===== src/rtl/alu_pkg.sv =====
// Shared opcode encodings and scheduler state type for the ALU scheduler slice.
package alu_pkg;

  localparam logic [3:0] OP_NOT = 4'd0;
  localparam logic [3:0] OP_AND = 4'd1;
  localparam logic [3:0] OP_XOR = 4'd2;
  localparam logic [3:0] OP_OR  = 4'd3;
  localparam logic [3:0] OP_DEC = 4'd4;
  localparam logic [3:0] OP_ADD = 4'd5;
  localparam logic [3:0] OP_SUB = 4'd6;
  localparam logic [3:0] OP_INC = 4'd7;

  typedef enum logic [1:0] {
    IDLE = 2'd0,
    EXEC = 2'd1,
    DONE = 2'd2
  } state_e;

endpackage


===== src/rtl/alu.sv =====
// Combinational 32-bit ALU; unused control codes produce zero, arithmetic wraps.
module alu
  import alu_pkg::*;
(
  input  logic [3:0]  ctrl_i,
  input  logic [31:0] a_i,
  input  logic [31:0] b_i,
  output logic [31:0] y_o
);

  always_comb begin
    y_o = '0;
    case (ctrl_i)
      OP_NOT:  y_o = ~a_i;
      OP_AND:  y_o = a_i & b_i;
      OP_XOR:  y_o = a_i ^ b_i;
      OP_OR:   y_o = a_i | b_i;
      OP_DEC:  y_o = a_i - 32'd1;
      OP_ADD:  y_o = a_i + b_i;
      OP_SUB:  y_o = a_i - b_i;
      OP_INC:  y_o = a_i + 32'd1;
      default: y_o = '0;
    endcase
  end

endmodule


===== src/rtl/alu_scheduler.sv =====
// Two-requester round-robin front end that runs an iterated ALU operation
// (cnt+1 passes, result fed back as A) and returns one response per command.
module alu_scheduler
  import alu_pkg::*;
#(
  parameter int unsigned CNT_W = 4
) (
  input  logic             clk,
  input  logic             rst,
  input  logic             req0_valid,
  output logic             req0_ready,
  input  logic [3:0]       req0_op,
  input  logic [31:0]      req0_a,
  input  logic [31:0]      req0_b,
  input  logic [CNT_W-1:0] req0_cnt,
  input  logic             req1_valid,
  output logic             req1_ready,
  input  logic [3:0]       req1_op,
  input  logic [31:0]      req1_a,
  input  logic [31:0]      req1_b,
  input  logic [CNT_W-1:0] req1_cnt,
  output logic             rsp_valid,
  input  logic             rsp_ready,
  output logic             rsp_id,
  output logic [31:0]      rsp_data,
  output logic             busy
);

  state_e           state_q, state_d;
  logic [3:0]       op_q, op_d;
  logic [31:0]      acc_q, acc_d;
  logic [31:0]      b_q, b_d;
  logic [CNT_W-1:0] cnt_q, cnt_d;
  logic             id_q, id_d;
  logic             last_q, last_d;
  logic             grant1;
  logic             hs;
  logic [31:0]      alu_y;

  // Tie goes to whichever requester was not served last.
  assign grant1 = req1_valid & (~req0_valid | ~last_q);

  always_comb begin
    req0_ready = (state_q == IDLE) & req0_valid & ~grant1 & ~rst;
    req1_ready = (state_q == IDLE) & req1_valid &  grant1 & ~rst;
    hs         = req0_ready | req1_ready;
  end

  alu u_alu (
    .ctrl_i (op_q),
    .a_i    (acc_q),
    .b_i    (b_q),
    .y_o    (alu_y)
  );

  // acc_q is loaded with the operand A at accept time, so the ALU A input is
  // always acc_q: first EXEC cycle sees a, later cycles see the prior result.
  always_comb begin
    state_d = state_q;
    op_d    = op_q;
    acc_d   = acc_q;
    b_d     = b_q;
    cnt_d   = cnt_q;
    id_d    = id_q;
    last_d  = last_q;
    case (state_q)
      IDLE: begin
        if (hs) begin
          op_d    = grant1 ? req1_op  : req0_op;
          acc_d   = grant1 ? req1_a   : req0_a;
          b_d     = grant1 ? req1_b   : req0_b;
          cnt_d   = grant1 ? req1_cnt : req0_cnt;
          id_d    = grant1;
          last_d  = grant1;
          state_d = EXEC;
        end
      end
      EXEC: begin
        acc_d = alu_y;
        if (cnt_q == '0) begin
          state_d = DONE;
        end else begin
          cnt_d = cnt_q - CNT_W'(1);
        end
      end
      DONE: begin
        if (rsp_ready) begin
          state_d = IDLE;
        end
      end
      default: state_d = IDLE;
    endcase
  end

  always_ff @(posedge clk) begin
    if (rst) begin
      state_q <= IDLE;
      op_q    <= '0;
      acc_q   <= '0;
      b_q     <= '0;
      cnt_q   <= '0;
      id_q    <= 1'b0;
      last_q  <= 1'b1;
    end else begin
      state_q <= state_d;
      op_q    <= op_d;
      acc_q   <= acc_d;
      b_q     <= b_d;
      cnt_q   <= cnt_d;
      id_q    <= id_d;
      last_q  <= last_d;
    end
  end

  always_comb begin
    busy      = (state_q != IDLE);
    rsp_valid = (state_q == DONE);
    rsp_data  = rsp_valid ? acc_q : '0;
    rsp_id    = rsp_valid & id_q;
  end

endmodule


===== config.mk =====
export PLATFORM = sky130hd
export DESIGN_NAME = alu_scheduler
export DESIGN_NICKNAME = d
export VERILOG_FILES = /design/src/rtl/alu_pkg.sv /design/src/rtl/alu.sv /design/src/rtl/alu_scheduler.sv
export SDC_FILE = /design/constraint.sdc
export NUM_CORES = 1
export LEC_CHECK = 0
export CAP_MARGIN = 10
export CORE_UTILIZATION = 40
export DETAILED_ROUTE_END_ITERATION = 8
export GPL_TIMING_DRIVEN = 1
export PLACE_DENSITY_LB_ADDON = 0.3
export SLEW_MARGIN = 20
export SYNTH_ARGS = -nofsm -noshare
export SYNTH_HDL_FRONTEND = slang
export SYNTH_SLANG_ARGS = --single-unit

===== constraint.sdc =====
create_clock -name clk -period 5.8 [get_ports clk]
set_input_delay 0.87 -clock clk [delete_from_list [all_inputs] [get_ports clk]]
set_output_delay 0.87 -clock clk [all_outputs]
set_load 0.1 [all_outputs]

After elaboration in Yosys (flattened, before gate mapping). Index checks and enable logic that the tools add are counted.

Register bits after elaboration: 76. Bits of input ports: 149. Logic and storage cells: 67. Output and inout bits: 37.

Mux-type cells: 15. Equality and inequality tests: 13. Reduce and logical (&&, ||, !) cells: 9. Bitwise operators: 18. Add/subtract/negate cells: 5.

Operators with widths (count): $pmux W32 S8 (1); $mux W32 (4); $pmux W32 S2 (1); $add A32 B1 Y32 const B (1); $add A32 B32 Y32 (1); $and A32 B32 Y32 (1); $not A32 Y32 (1); $or A32 B32 Y32 (1); $sub A32 B1 Y32 const B (1); $sub A32 B32 Y32 (1); $xor A32 B32 Y32 (1); $eq A4 B3 Y1 const B (4); $mux W4 (4); $and A1 B1 Y1 (8); $eq A4 B2 Y1 const B (2); $logic_not A4 Y1 (2); $pmux W4 S2 (1); $mux W2 (3); $ne A2 B2 Y1 const B (3); $pmux W2 S3 (1); $reduce_and A3 Y1 (2); $eq A4 B1 Y1 const B (1); $not A1 Y1 (4); $reduce_and A2 Y1 (2); other kinds (7) (9).

Depth between registers and ports, before layout.
Depth in word-level cells: 9. Depth in mapped cells: 20. Depth with buffers taken out: 19.

By module. From an unflattened synthesis, not the netlist that was laid out.

Cells, all modules: 1190. Area, all modules: 8733.4 um2.

Modules (own cells, without submodules): alu (cells each 713, area an instance 4742.0 um2, instances 1); alu_scheduler (cells each 477, area an instance 3991.3 um2, instances 1).

Worst setup path before layout. OpenSTA, ideal clock, no wires.

Kind: input port to output port. Start point: input req0_valid. End point: output req1_ready. Required time: 4.930 ns. Setup slack: 1.372 ns. Arrival: 3.558 ns. Cell stages on the path: 5. Buffers on the path: 2. Cell sequence: nand2_1 -> nand2_1 -> clkbuf_1 -> clkbuf_1 -> nor3_1.

Longest elaborated chain between the ends: 5.

Ends and longest elaborated chain: start: declaration (line alu_scheduler.sv:10) `input logic req0_valid,`; $not A1 Y1 (line alu_scheduler.sv:41) `assign grant1 = req1_valid & (~req0_valid | ~last_q);`; $or A1 B1 Y1 (line alu_scheduler.sv:41); $and A1 B1 Y1 (line alu_scheduler.sv:41); $and A1 B1 Y1 (2 in series) (line alu_scheduler.sv:45) `req1_ready = (state_q == IDLE) & req1_valid & grant1 & ~rst;`; end: declaration (line alu_scheduler.sv:17) `output logic req1_ready,`.

No other way between the ends.

Worst setup path in the final report.
Start point: register b_q[0]. End point: register acc_q[29].

Longest elaborated chain between the ends: 3. Elaborated cells between the ends (all ways): 4.

Ends and longest elaborated chain: start: declaration (line alu_scheduler.sv:32) `logic [31:0] b_q, b_d;`; start signal: assignment (line alu_scheduler.sv:100) `b_q <= '0;`; start signal: assignment (line alu_scheduler.sv:108) `b_q <= b_d;`; $sub A32 B32 Y32 / $add A32 B32 Y32 (equally long branches) (line alu.sv:20, alu.sv:19); $pmux W32 S8 * (line alu.sv:13) `case (ctrl_i)`; $pmux W32 S2 * (line alu_scheduler.sv:66) `case (state_q)`; end signal: assignment (line alu_scheduler.sv:99) `acc_q <= '0;`; end signal: assignment (line alu_scheduler.sv:107) `acc_q <= acc_d;`; end: declaration (line alu_scheduler.sv:31) `logic [31:0] acc_q, acc_d;`.

Every way passes the cells marked *; elsewhere a longest branch is shown, timed or not. A chain may end at the register's enable or synchronous reset.

==> reports/metrics.yaml <==
status:
  run_status: "complete, no violations"
floorplanning:
  floorplan.rows: 54
  top_level_ports: 186
  initial_utilization_pct: 40.9
  die_width_um: 152
  die-area_um2: 23000
  die_height_um: 152
  fp.coreArea_um2: 21900
critical_path:
  worstPathMaxFanout: 8
  worst-r2r-cell-count: 17
  critPathRequiredTime_ps: 6040
  worst_ep_arrival_time_ps: 5080
  worst_path_largest_cell_delay_ps: 550
  critPathLaunchType: "flop"
  setup.reg_to_reg.worst_slack_ps: 950
  crit_type: "reg2reg"
  critical_path.slowest_cell: "or3_1"
  timing.critical_path.cells: "inv_1 -> ha_1 -> nor3b_1 -> nand3_1 -> or3_1 -> nor4_1 -> xnor2_1 -> nand2_1 -> a21o_1 -> ha_1 -> nand4_1 -> or2_2 -> o21ai_0 -> a41oi_1 -> o211ai_1 -> xnor2_1 -> o22ai_1"
  worst_setup_path_end_kind: "flop"
routing:
  via_to_cell_ratio: 5.72
  detail_route.first_pass.iterations: 8
  drt_first_iter_violations: 761
  ant_nets_after_route: 0
  wirelength_um: 30200
  detailroute.via_count: 9732
  avgRoutedWirePerCell_um: 17.7
  drcViolationCount: 0
global_routing:
  grt.total_usage_pct: 26.6
  grt_antenna_before_repair: 0
  grt_start_max_net_pins: 82
  grt_util_met3_pct: 3.17
  use_met2_pct: 43.8
  grt_pass1_wl_um: 47800
  grt.busiest_layer: "met2"
  first_global_vias: 8974
  grt_use_met1_pct: 36.1
  globalRoute.totalOverflow: 0
layout:
  multi_input_area_um2: 6700
  final-seq-area_um2: 1530
  synthToLayoutAreaGrowth_pct: 25.3
  design.final.nets: 1670
  layout-drive-gt1-share_pct: 4.64
  num_antenna_cells: 0
  num-fill-cells: 2238
placement:
  numPortBuffers: 185
  dpl.hpwl_um: 21700
  place_worst_setup_slack_ps: 1020
  gp_congestion: 0.939
clocking:
  clkLatencyLatePin_ps: 360
  clkTransAtPathRegs_ps: 70
  cts-resized-gates: 0
  cts.path.max_buffers: 2
  number_of_buffers_added_by_the_clock_tree_synthesis_step: 9
  post_cts_setup_driven_buffer_insertion_count: 0
  post_cts_hold_buffer_count: 0
  cts-root-buf: "clkbuf_16"
  htreeDepth: 3
  clock_tree_from_tritoncts: "yes"
  cts.sink_count: 76
pwr:
  power_density_nw_per_um2: 513
  vdd.ir_drop.worst_mv: 0.286
  power_frac_clock_pct: 11.4
  power.leakage_nw: 4.43
  switching_power_mw: 3.08
  power.switching_fraction_pct: 53.5
  comb_power_share_pct: 70.2
  p_int_mw: 2.67
  sequentialPowerShare_pct: 18.4
  post-layout-total-power_mw: 5.76
timing:
  report.final.setup_viol: 0
  drv_slew: 0
  worst_pin_slew_ps: 1010
  clock_skew_ps: 10.0
  setup_repair_after_global_routing_missed_its_margin: "false"
  whs_ps: 485
  fmax_ghz: 0.206
  layout_min_cycle_time_ps: 4850
  tns_ps: 0
  finalWorstSetupSlack_ps: 952
  layout_worst_path_cycle_share_pct: 83.6
  slew_headroom_pct: 32.2
  final-hold-violation-count: 0
synth:
  post_synth.cell_area_avg_um2: 6.92
  netlist_top_cells_area: "dfxtp_1 (17%), ha_1 (14%), nand2_1 (10%), o21ai_0 (6.2%), a21oi_1 (4.9%)"
  ys.warnings.count: 0
  synthDominantCellAreaShare_pct: 17.0
  synth_largest_area_cell: "dfxtp_1"
  post_synthesis_cell_count: 1294
  ys_seq_elements: 76
  async_reset_ff_share_pct: 0
  synth_flop_cell: "dfxtp_1"
  number_of_flops_mapped_to_enable_cells_by_yosys: 0
  synthMostInstantiatedCell: "nand2_1"
  netlist_area_um2: 8950
  synth.distinct_cells: 69
  ys_seq_area_share_pct: 17.0
  syn_nets: 1547
  yosys-top-cells-count: "nand2_1 (242), o21ai_0 (110), ha_1 (103)"
run:
  timing.max_cap.violations: 0
min_path:
  min_delay_path_depth: 2
  holdCritPathClass: "reg2reg"
layer usage:
| layer | wire length (um) | vias to the layer above |
|---|---|---|
| met2 | 13900 | 337 |
| met3 | 1830 | 47 |
| met5 | 0 | - |
| met4 | 669 | 0 |
| li1 | - | 4820 |
| met1 | 13800 | 4528 |
logic make-up (layout without fill, tap and decap cells):
kind of cell    Yosys count  in the layout  synth area share [%]
buf+inv                 178            306                  8.44
fa+ha+maj               104            104                  14.6
xor+xnor                 48             48                  4.70
simple gates            474            474                  24.2
compound gates          404            404                  29.1
flops                    76             76                  17.0
mux                      10             10                  1.96
power groups by stage:
stage / clock, mW / sequential, mW / combinational (mW)
6_report: 0.657 / 1.06 / 4.04
5_1_grt: 0.682 / 1.10 / 4.48
4_1_cts: 0.664 / 1.05 / 4.01
3_5_place_dp: 0 / 1.06 / 3.97
3_3_place_gp: 0 / 1.06 / 3.95
2_1_floorplan: 0 / 0.899 / 3.04
final cells by class:
cell class | count | area share (%)
Inverter | 87 | 2.91
Multi-Input combinational cell | 1040 | 59.7
Clock inverter | 5 | 0.747
Timing Repair Buffer | 203 | 17.7
Clock buffer | 11 | 2.25
Sequential cell | 76 | 13.6
Tap cell | 280 | 3.12
worst max-delay path: cells and delay by family (launching register included):
family	cells	cell delay, ps
adders and majority gates	2	610
xor gates and xnor gates	2	310
buffers and inverters	1	110
and+or+nand+nor	7	2130
DFF	1	350
AOI/OAI and AO/OA	5	1210
final timing paths:
kind                         start                endpoint
min reg2reg  cnt_q[3]$_SDFFE_PP0P_   cnt_q[3]$_SDFFE_PP0P_
max            b_q[0]$_SDFFE_PP0P_  acc_q[29]$_SDFFE_PP0P_
max reg2reg    b_q[0]$_SDFFE_PP0P_  acc_q[29]$_SDFFE_PP0P_
min          cnt_q[3]$_SDFFE_PP0P_   cnt_q[3]$_SDFFE_PP0P_
registers in the layout, indices dropped and copies added, names as in the netlist:
signal	cells
id_q	1
acc_q	32
op_q	4
cnt_q	4
b_q	32
state_q	2
last_q	1
cells in the final DEF (no fill, tap or decap), types with 7 or more instances in the layout:
cell type        netlist  layout
ha_1                 103     103
clkbuf_16              0       9
a211oi_1              32      32
nor3_1                14      13
o211ai_1              17      17
o22ai_1                9       9
nand3_1               23      23
inv_1                 85      85
xnor2_1               30      30
nand4_1               11      11
nand2_1              242     241
a221oi_1              10      10
dfxtp_1               76      74
nor2_1                98      98
buf_4                  0      18
a311oi_1              36      36
a21oi_1               87      87
a31oi_1               29      29
xor2_1                18      18
a21o_1                20      20
and2_1                36      35
nor4_1                 7       7
clkdlybuf4s50_1        0     184
o21ai_0              110     110
stage by stage:
| stage | cells | instance area [um^2] | util [%] |
|---|---|---|---|
| after floorplan | 1294 | 8950 | - |
| after global placement | 1686 | 10900 | 49.7 |
| after detailed placement | 1686 | 10900 | 49.7 |
| after CTS | 1702 | 11200 | 51.2 |
| after global routing | 1702 | 11200 | 51.2 |
| final | 1702 | 11200 | 51.2 |
(Power assumes the default switching activity.)
